**src/rtl/stream_demux_n.sv**
```systemverilog
// stream_demux_n: registered 1-to-N stream demultiplexer.
// The first beat of a packet picks the output channel. Later beats of that
// packet follow it there until the last beat. Beats sent to a channel number
// that does not exist are swallowed and counted in a saturating counter.
// Every output channel has its own one-entry register.
//
// Handshake: a beat moves on a port in every cycle where valid and ready are
// both 1 at the rising clock edge. A valid beat stays stable until it is
// taken. in_ready never depends on in_valid. out_valid never depends on
// out_ready.
`timescale 1ns/1ps
module stream_demux_n #(
  parameter int WIDTH = 8,
  parameter int N_OUT = 8,
  parameter int SEL_W = $clog2(N_OUT)
) (
  input  logic                   clk,
  input  logic                   rst_n,
  input  logic                   in_valid,
  output logic                   in_ready,
  input  logic [WIDTH-1:0]       in_data,
  input  logic [SEL_W-1:0]       in_sel,
  input  logic                   in_last,
  output logic [N_OUT-1:0]       out_valid,
  input  logic [N_OUT-1:0]       out_ready,
  output logic [N_OUT*WIDTH-1:0] out_data,
  output logic [N_OUT-1:0]       out_last,
  output logic [15:0]            drop_count,
  output logic [1:0]             state_dbg
);

  localparam logic [1:0] S_IDLE = 2'd0;
  localparam logic [1:0] S_FWD  = 2'd1;
  localparam logic [1:0] S_DROP = 2'd2;

  // N_OUT is widened by one bit so that in_sel can be compared with it
  // even when N_OUT is a power of two.
  localparam logic [SEL_W:0] N_OUT_EXT = (SEL_W+1)'(N_OUT);

  logic [1:0]       state_q;
  logic [1:0]       state_d;
  logic [SEL_W-1:0] chan_q;
  logic [SEL_W-1:0] tgt;
  logic             sel_ok;
  logic             drop_now;
  logic             acc;
  logic             tgt_free;
  logic [N_OUT-1:0] tgt_oh;
  logic [N_OUT-1:0] load;

  assign state_dbg = state_q;

  assign sel_ok   = ({1'b0, in_sel} < N_OUT_EXT);
  assign tgt      = (state_q == S_FWD) ? chan_q : in_sel;
  assign drop_now = (state_q == S_DROP) || ((state_q == S_IDLE) && !sel_ok);

  // One-hot decode of the target channel. An out-of-range select decodes to
  // all zeros.
  always_comb begin
    tgt_oh = '0;
    for (int k = 0; k < N_OUT; k++) begin
      tgt_oh[k] = (tgt == SEL_W'(k));
    end
  end

  // The target can take a beat when its register is empty or is being
  // drained in the same cycle.
  assign tgt_free = |(tgt_oh & (~out_valid | out_ready));
  assign in_ready = drop_now | tgt_free;
  assign acc      = in_valid & in_ready;
  assign load     = (acc && !drop_now) ? tgt_oh : '0;

  // Packet-lock FSM: the next state depends only on accepted beats.
  always_comb begin
    state_d = state_q;
    case (state_q)
      S_IDLE: begin
        if (acc && !in_last) state_d = sel_ok ? S_FWD : S_DROP;
      end
      S_FWD, S_DROP: begin
        if (acc && in_last) state_d = S_IDLE;
      end
      default: state_d = S_IDLE;
    endcase
  end

  // State and locked channel registers. The channel is captured only on
  // the opening beat of a multi-beat packet.
  always_ff @(posedge clk or negedge rst_n) begin
    if (!rst_n) begin
      state_q <= S_IDLE;
      chan_q  <= '0;
    end else begin
      state_q <= state_d;
      if ((state_q == S_IDLE) && acc && sel_ok && !in_last) chan_q <= in_sel;
    end
  end

  // Per-channel output registers. A load has priority over a drain, so a
  // full register can be replaced in the same cycle it is drained.
  always_ff @(posedge clk or negedge rst_n) begin
    if (!rst_n) begin
      out_valid <= '0;
      out_last  <= '0;
      out_data  <= '0;
    end else begin
      for (int k = 0; k < N_OUT; k++) begin
        if (load[k]) begin
          out_valid[k]                <= 1'b1;
          out_last[k]                 <= in_last;
          out_data[k*WIDTH +: WIDTH]  <= in_data;
        end else if (out_valid[k] && out_ready[k]) begin
          out_valid[k] <= 1'b0;
        end
      end
    end
  end

  // Saturating count of discarded beats.
  always_ff @(posedge clk or negedge rst_n) begin
    if (!rst_n) begin
      drop_count <= '0;
    end else if (acc && drop_now && (drop_count != 16'hFFFF)) begin
      drop_count <= drop_count + 16'd1;
    end
  end

endmodule
```
**config.mk**
```make
export PLATFORM = sky130hd
export DESIGN_NAME = stream_demux_n
export DESIGN_NICKNAME = d
export VERILOG_FILES = /design/src/rtl/stream_demux_n.sv
export SDC_FILE = /design/constraint.sdc
export NUM_CORES = 1
export LEC_CHECK = 0
export BUFFER_PORTS_ARGS = -buffer_cell sky130_fd_sc_hd__buf_2
export CORE_UTILIZATION = 35
export CTS_CLUSTER_SIZE = 40
export DETAILED_ROUTE_END_ITERATION = 8
export PLACE_DENSITY = 0.69
export REMOVE_ABC_BUFFERS = 1
export SETUP_SLACK_MARGIN = 0.05
export SYNTH_ARGS = -nofsm -noshare
export SYNTH_HDL_FRONTEND = slang
export SYNTH_SLANG_ARGS = --single-unit
```
**constraint.sdc**
```tcl
create_clock -name clk -period 2.1 [get_ports clk]
set_input_delay 0.105 -clock clk [delete_from_list [all_inputs] [get_ports clk]]
set_output_delay 0.105 -clock clk [all_outputs]
set_load 0.05 [all_outputs]
```
Yosys cells after proc, flatten, opt, wreduce, memory -nomap -nowiden
Cells that the tools add are included.
{"block": "word_totals", "reg_bits": 101, "input_bits": 23, "output_inout_bits": 99, "word_cells": 96}
{"block": "op_classes", "add_sub_neg": 1, "n_eq_ne": 12, "muxes": 21, "bitwise_logic": 5, "n_reduce_logical": 30}
{"operator": "$add A16 B1 Y16 const B", "n": 1}
{"operator": "$mux W1", "n": 16}
{"operator": "$ne A16 B16 Y1 const B", "n": 1}
{"operator": "$reduce_bool A2 Y1", "n": 8}
{"operator": "$logic_and A1 B1 Y1", "n": 15}
{"operator": "$eq A3 B3 Y1 const B", "n": 4}
{"operator": "$and A8 B8 Y8", "n": 1}
{"operator": "$mux W8", "n": 1}
{"operator": "$not A8 Y8", "n": 1}
{"operator": "$or A8 B8 Y8", "n": 1}
{"operator": "$reduce_or A8 Y1", "n": 1}
{"operator": "$eq A3 B2 Y1 const B", "n": 2}
{"operator": "$mux W2", "n": 2}
{"operator": "$ne A2 B2 Y1 const B", "n": 2}
{"operator": "$pmux W2 S2", "n": 1}
{"operator": "$eq A3 B1 Y1 const B", "n": 1}
{"operator": "$logic_not A3 Y1", "n": 1}
{"operator": "$mux W3", "n": 1}
{"operator": "$eq A2 B1 Y1 const B", "n": 1}
{"operator": "$eq A2 B2 Y1 const B", "n": 1}
{"operator": "$logic_not A1 Y1", "n": 2}
{"operator": "$logic_not A2 Y1", "n": 1}
{"operator": "$reduce_and A2 Y1", "n": 1}
{"operator": "$reduce_or A2 Y1", "n": 1}
{"operator": "other kinds (2)", "n": 2}

Depth between registers and ports, before layout
Gate-level depths: netlist of the first run.
{"block": "depth", "word_depth": 10, "ltp_mapped": 8}

Worst setup path before layout of the first run
No wires, ideal clock.
{"block": "synth_path", "path_type": "flip-flop to flip-flop", "start": "reg state_q[0], in the netlist state_dbg[0]", "end": "reg out_data[10]", "t_arrival_ps": 2403, "t_required_ps": 1975, "slack_ps": -428, "stages_incl_launch_ff": 8, "path_buffers": 2, "synth_period_minus_slack_ps": 2528, "cell_sequence": "dfrtp_1 -> buf_6 -> mux2i_4 -> nor3b_1 -> a211oi_2 -> buf_6 -> a21oi_4 -> mux2_4"}
{"block": "synth_between", "elab_chain_cells": 9, "word_cells_on_any_way": 18}
{"element": "start, declared", "line_no": "40", "text": "logic [1:0] state_q;"}
{"element": "start signal, assigned", "line_no": "94", "text": "state_q <= state_d;"}
{"element": "$eq A2 B1 Y1", "line_no": "54", "text": "assign tgt = (state_q == S_FWD) ? chan_q : in_sel;"}
{"element": "$mux W3", "line_no": "54"}
{"element": "$eq A3 B1 Y1 (tied with other cells)", "line_no": "62", "text": "tgt_oh[k] = (tgt == SEL_W'(k));"}
{"element": "$and A8 B8 Y8", "line_no": "68", "text": "assign tgt_free = |(tgt_oh & (~out_valid | out_ready));"}
{"element": "$reduce_or A8 Y1", "line_no": "68"}
{"element": "$or A1 B1 Y1", "line_no": "69", "text": "assign in_ready = drop_now | tgt_free;"}
{"element": "$and A1 B1 Y1", "line_no": "70", "text": "assign acc = in_valid & in_ready;"}
{"element": "$logic_and A1 B1 Y1", "line_no": "71", "text": "assign load = (acc && !drop_now) ? tgt_oh : '0;"}
{"element": "$mux W8 (*)", "line_no": "71"}
{"element": "end signal, assigned by index", "line_no": "111", "text": "out_data[k*WIDTH +: WIDTH] <= in_data;"}
{"element": "end, declared", "line_no": "26", "text": "output logic [N_OUT*WIDTH-1:0] out_data,"}
Mark *: on every way between the ends. The rest lies on a longest branch, timed or not.
A chain may end at the register's enable or synchronous reset.

Worst setup path in the final report of the first run
{"block": "layout_path", "start": "reg state_q[0], in the netlist state_dbg[0]", "end": "reg chan_q[2]"}
{"block": "layout_between", "elab_chain_cells": 9, "word_cells_on_any_way": 18}
{"element": "$eq A2 B1 Y1", "line_no": "54"}
{"element": "$mux W3", "line_no": "54"}
{"element": "$eq A3 B1 Y1 (tied with other cells)", "line_no": "62"}
{"element": "$and A8 B8 Y8", "line_no": "68"}
{"element": "$reduce_or A8 Y1", "line_no": "68"}
{"element": "$or A1 B1 Y1", "line_no": "69"}
{"element": "$and A1 B1 Y1", "line_no": "70"}
{"element": "$logic_and A1 B1 Y1 (*) (2 in series)", "line_no": "95", "text": "if ((state_q == S_IDLE) && acc && sel_ok && !in_last) chan_q <= in_sel;"}
{"element": "end signal, assigned", "line_no": "95"}
{"element": "end, declared", "line_no": "42", "text": "logic [SEL_W-1:0] chan_q;"}
Marks and branches as above.

==> flow_metrics.env, run 1 <==
export IMPL_outcome="finished with violations"
export IMPL_violations="negative setup slack"
export IMPL_grt_overflow_total=0
export IMPL_ant_nets=0
export IMPL_die_w_um=108
export IMPL_grt_busiest_layer="met2"
export IMPL_critPathCapture="chan_q[2]"
export IMPL_final_core_util=0.482
export IMPL_syn_avg_cell_area_sq_um=15.9
export IMPL_nets=414
export IMPL_grt_max_degree=49
export IMPL_yosysTopAreaCell="dfrtp_1"
export IMPL_yosysWarnings=0
export IMPL_antennaDiodeCount=0
export IMPL_syn_inst=246
export IMPL_hp_start="in_sel[0]"
export IMPL_netlist_area_sq_um=3910
export IMPL_grt_pass1_wl_um=14400
export IMPL_grt_use_met2=0.269
export IMPL_drtIter0Drc=83
export IMPL_clk_latency_ns=0.36
export IMPL_clock_root_buffer="clkbuf_8"
export IMPL_first_global_vias=2508
export IMPL_ff2ff_path_depth=8
export IMPL_drt_wl_total_um=9340
export IMPL_drive_above_1_share=0.636
export IMPL_setup_ws_ns=-0.224
export IMPL_core_area_sq_um=10900
export IMPL_max_freq_ghz=0.430
export IMPL_cp_startpoint="state_dbg[0]"
export IMPL_routedWlPerCell_um=17.4
export IMPL_start_kind="flip-flop"
export IMPL_die_area_sq_um=11600
export IMPL_area_growth_pct=34.2
export IMPL_ys_top_cells_by_area="dfrtp_1 54%, mux2_4 28%, a21oi_4 3.3%"
export IMPL_cts_tree="done"
export IMPL_worstSetupPathType="flip-flop to flip-flop"
export IMPL_cp_max_fo=8
export IMPL_viasPerCell=4.62
export IMPL_ys_seq_area_frac=0.537
export IMPL_cp_required_ns=2.34
export IMPL_drv_cap=0
export IMPL_htreeDepth=3
export IMPL_start_util=0.359
export IMPL_die_h_um=108
export IMPL_synth_edf_count=0
export IMPL_path_clk_slew_ns=0.07
export IMPL_fin_crit_ns=2.32
export IMPL_vias=2477
export IMPL_hold_path_class="input port to flip-flop"
export IMPL_finalMaxSlewViolations=0
export IMPL_synthArstFlopShare=1.00
export IMPL_synth_common_cells="84 x dfrtp_1, 72 x mux2_4, 17 x buf_4, 11 x nand2_1, 8 x a21oi_4"
export IMPL_n_fill_cell=969
export IMPL_r2r_slack_ns=-0.22
export IMPL_hold_viol_final=0
export IMPL_fin_crit_sh=1.11
export IMPL_multi_input_area_sq_um=1800
export IMPL_rsz0062_at_grt="yes"
export IMPL_dr_pass1_iters=4
export IMPL_clock_path_buffers=2
export IMPL_yosysMostFrequentCell="dfrtp_1"
export IMPL_synth_cell_types=36
export IMPL_ys_flop_type="dfrtp_1"
export IMPL_endpoint_kind="flip-flop"
export IMPL_grtUsageMet1=0.222
export IMPL_grtUsageTotal=0.171
export IMPL_numPortBuffers=104
export IMPL_ys_ff_latch=84
export IMPL_route_detailed_drc=0
export IMPL_r2r_start="state_dbg[0]"
export IMPL_finClkSkew_ns=0.0148
export IMPL_synth_top_area_frac=0.537
export IMPL_grt_antenna_before_repair=0
export IMPL_gp_congestion=0.820
export IMPL_arrival_ns=2.56
export IMPL_rows=38
export IMPL_grtUsageMet3=0.0466
export IMPL_r2r_end="chan_q[2]"
export IMPL_setup_violations=84
export IMPL_ioPinCount=122
export IMPL_clock_sinks=84
export IMPL_register_area_sq_um=2100
export IMPL_cts_made_buffers=9
export IMPL_dp_hpwl_um=6540
-- final cells by class --
cell class / instances / area share
sequential: 84 / 0.401
clock inverter: 3 / 0.00405
inverter: 7 / 0.00500
multi-input combinational: 149 / 0.343
tap: 140 / 0.0334
timing repair buffer: 140 / 0.184
clock buffer: 13 / 0.0303
-- cell families (layout without fill, tap and decap cells) --
family | after synthesis | in the layout | synth area share
AO/OA/AOI/OAI | 28 | 28 | 0.0831
buffers and inverters | 29 | 163 | 0.0499
flip-flops | 84 | 84 | 0.537
multiplexers | 77 | 77 | 0.293
other | 1 | 17 | 0.000958
AND/OR/NAND/NOR | 27 | 27 | 0.0355
-- worst max-delay path, stage by stage, from the launching register on --
cell and delay [ns]:
dfrtp_2 0.48, mux2i_4 0.22, buf_12 0.15, o32ai_4 0.30, a311oi_4 0.07, buf_4 0.18, a2111oi_4 0.32, buf_4 0.19
mux2_4 0.30
-- per-layer routing --
| layer | up-vias | part of all wire |
|---|---|---|
| met5 | - | 0 |
| met4 | 0 | 0.019 |
| met3 | 12 | 0.047 |
| met2 | 89 | 0.48 |
| met1 | 1256 | 0.46 |
| li1 | 1120 | - |
-- how the worst min path moves through the flow --
stage	slack, ns	endpoint	cells past startpoint
detailed placement	0.10	out_data[40]	1
floorplan	-0.19	chan_q[0]	0
finish	0.03	chan_q[0]	2
global route	0.03	chan_q[0]	2
CTS	0.006	chan_q[0]	2
global placement	0.10	out_data[40]	1
-- flip-flops by register name, summed over array words and instances (netlist names) --
name and flops:
out_valid 8, chan_q 3, out_data 64, out_last 8
state_dbg 1
-- layout by cell type, fill, tap and decap left out, types with 3 or more instances in the layout --
cell           count
nand2_1           11
clkbuf_8          11
dlygate4sd3_1      3
buf_12            11
a21oi_4            8
dfrtp_1           83
buf_2            102
buf_4             17
or2_1              4
mux2_4            75
conb_1            17
inv_1              7
nor2b_1            5
buf_6              7
-- timing repair --
action,in CTS,in global routing
buffers inserted,7,1
endpoints found under the setup margin,84,84
hold endpoints to repair,38,0
resized for setup,24,2
pin swaps,4,1
hold buffers,3,0
-- metrics by stage --
stage / hold slack (ns) / cells / setup slack (ns) / area [sq um] / setup TNS, ns
after global routing: 0.0312 / 536 / -0.302 / 5250 / -21.59
after floorplan: -0.191 / 240 / -1.40 / 3800 / -117.21
final: 0.0294 / 536 / -0.224 / 5250 / -13.96
after detailed placement: 0.100 / 509 / -0.397 / 4810 / -29.22
after global placement: 0.104 / 509 / -0.294 / 4810 / -20.65
after CTS: 0.00606 / 535 / -0.198 / 5240 / -13.64
Power of run 1 is left out: the tool's default activity adds up to more than one toggle a clock period on the data nets, which glitch-free logic cannot reach.
==> inputs of run 2 (changes only) <==
- RECOVER_POWER: unset -> 25
==> run 2 against run 1 <==
  * The run still ends with negative setup slack left
  * Critical endpoint unchanged
  * Via count grew 0.65%
  * Design area shrank 0.29%
  * Highest routed layer unchanged
  * Sequential cell count is the same
==> flow_metrics.env, run 2 (synthesis gave the netlist of run 1 again) <==
export IMPL_rows=38
export IMPL_start_util=0.359
export IMPL_hold_slack_ns=0.0291
export IMPL_wl_met2_um=4480
export IMPL_route_detailed_drc=0
export IMPL_routedWlPerCell_um=17.4
export IMPL_dr_pass1_iters=4
export IMPL_dp_hpwl_um=6540
export IMPL_path_clk_slew_ns=0.07
export IMPL_ioPinCount=122
export IMPL_largest_register_ff_count=64
export IMPL_ant_nets=0
export IMPL_mostFrequentLayoutCells="102 x buf_2, 83 x dfrtp_1, 75 x mux2_4, 17 x conb_1, 16 x buf_4"
export IMPL_nets=414
export IMPL_fin_crit_sh=1.11
export IMPL_final_common_cell="buf_2"
export IMPL_grt_overflow_total=0
export IMPL_die_area_sq_um=11600
export IMPL_clock_path_buffers=2
export IMPL_grt_pass1_wl_um=14400
export IMPL_finalMaxSlewViolations=0
export IMPL_clk_latency_ns=0.36
export IMPL_drtIter0Drc=85
export IMPL_grtUsageTotal=0.171
export IMPL_arrival_ns=2.56
export IMPL_violations="negative setup slack"
export IMPL_start_kind="flip-flop"
export IMPL_drt_met1_wl_um=4240
export IMPL_die_h_um=108
export IMPL_largestRegisters="out_data x64, out_last x8, out_valid x8"
export IMPL_cp_required_ns=2.34
export IMPL_drt_wl_total_um=9340
export IMPL_drive_above_1_share=0.636
export IMPL_hold_viol_final=0
export IMPL_setup_ws_ns=-0.224
export IMPL_clock_root_buffer="clkbuf_8"
export IMPL_cts_tree="done"
export IMPL_gp_congestion=0.820
export IMPL_clock_sinks=84
export IMPL_grt_max_degree=49
export IMPL_grt_antenna_before_repair=0
export IMPL_slew_limit_headroom=0.391
export IMPL_finClkSkew_ns=0.0147
export IMPL_drv_cap=0
export IMPL_rsz0062_at_grt="yes"
export IMPL_antennaDiodeCount=0
export IMPL_routed_top_layer="met4"
export IMPL_htreeDepth=3
export IMPL_pre_cts_slack_ns=-0.397
export IMPL_numPortBuffers=104
export IMPL_outcome="finished with violations"
export IMPL_wl_met3_um=440
export IMPL_endpoint_kind="flip-flop"
export IMPL_cts_made_buffers=9
export IMPL_cp_max_fo=8
export IMPL_worstSetupPathType="flip-flop to flip-flop"
export IMPL_core_area_sq_um=10900
export IMPL_first_global_vias=2508
export IMPL_viasPerCell=4.65
export IMPL_worst_pin_slew_ns=0.913
export IMPL_die_w_um=108
export IMPL_setup_violations=84
export IMPL_vias=2493
export IMPL_area_growth_pct=33.8
export IMPL_hold_path_class="input port to flip-flop"
export IMPL_largest_register="out_data"
export IMPL_max_freq_ghz=0.430
export IMPL_fin_crit_ns=2.32
run 2: worst max-delay path, cell delays in order (launching register included):
cell	delay (ns)
dfrtp_2	0.48
mux2i_4	0.22
buf_12	0.15
o32ai_4	0.30
a311oi_4	0.07
buf_4	0.18
a2111oi_4	0.32
buf_4	0.19
mux2_4	0.30
run 2: final cells by class:
| cell class | instances | area, sq um |
|---|---|---|
| fill | 971 | 5650 |
| sequential | 84 | 2100 |
| multi-input combinational | 149 | 1800 |
| timing repair buffer | 140 | 952 |
| tap | 140 | 175 |
| clock buffer | 13 | 159 |
| inverter | 7 | 26.3 |
| clock inverter | 3 | 21.3 |
run 2: final timing paths:
| kind | slack [ns] | cells after the start | startpoint | end |
|---|---|---|---|---|
| worst min register to register | 0.51 | 1 | out_valid[5] | out_valid[5] |
| max in group asynchronous | 0.43 | 3 | rst_n | out_data[39] |
| min in group asynchronous | 0.41 | 2 | rst_n | out_data[57] |
| worst max-delay path | -0.22 | 8 | state_dbg[0] | chan_q[2] |
| worst min-delay path | 0.03 | 2 | in_sel[0] | chan_q[0] |
| worst max register to register | -0.22 | 8 | state_dbg[0] | chan_q[2] |
run 2: per-stage QoR:
stage / TNS (ns) / cell area, sq um / std cells / utilization
after floorplan: -117.21 / 3800 / 240 / -
after global placement: -20.65 / 4810 / 509 / 0.442
after detailed placement: -29.22 / 4810 / 509 / 0.442
after CTS: -13.64 / 5240 / 535 / 0.481
after global routing: -21.59 / 5240 / 536 / 0.481
final: -13.98 / 5240 / 536 / 0.481
run 2: per-layer routing:
layer  global-route usage  vias to the layer above
met1                0.222                     1269
li1                     -                     1120
met4               0.0665                        0
met2                0.269                       92
met5                    0                        -
met3               0.0466                       12
run 2: timing repair:
| action | CTS | global route |
|---|---|---|
| endpoints found under the hold margin | 38 | 0 |
| buffers inserted | 7 | 1 |
| resized for setup | 24 | 2 |
| cloned | 0 | 0 |
| hold buffers | 3 | 0 |
| pin swaps | 4 | 1 |
| setup endpoints to repair | 84 | 84 |
Power of run 2 is left out for the same reason.
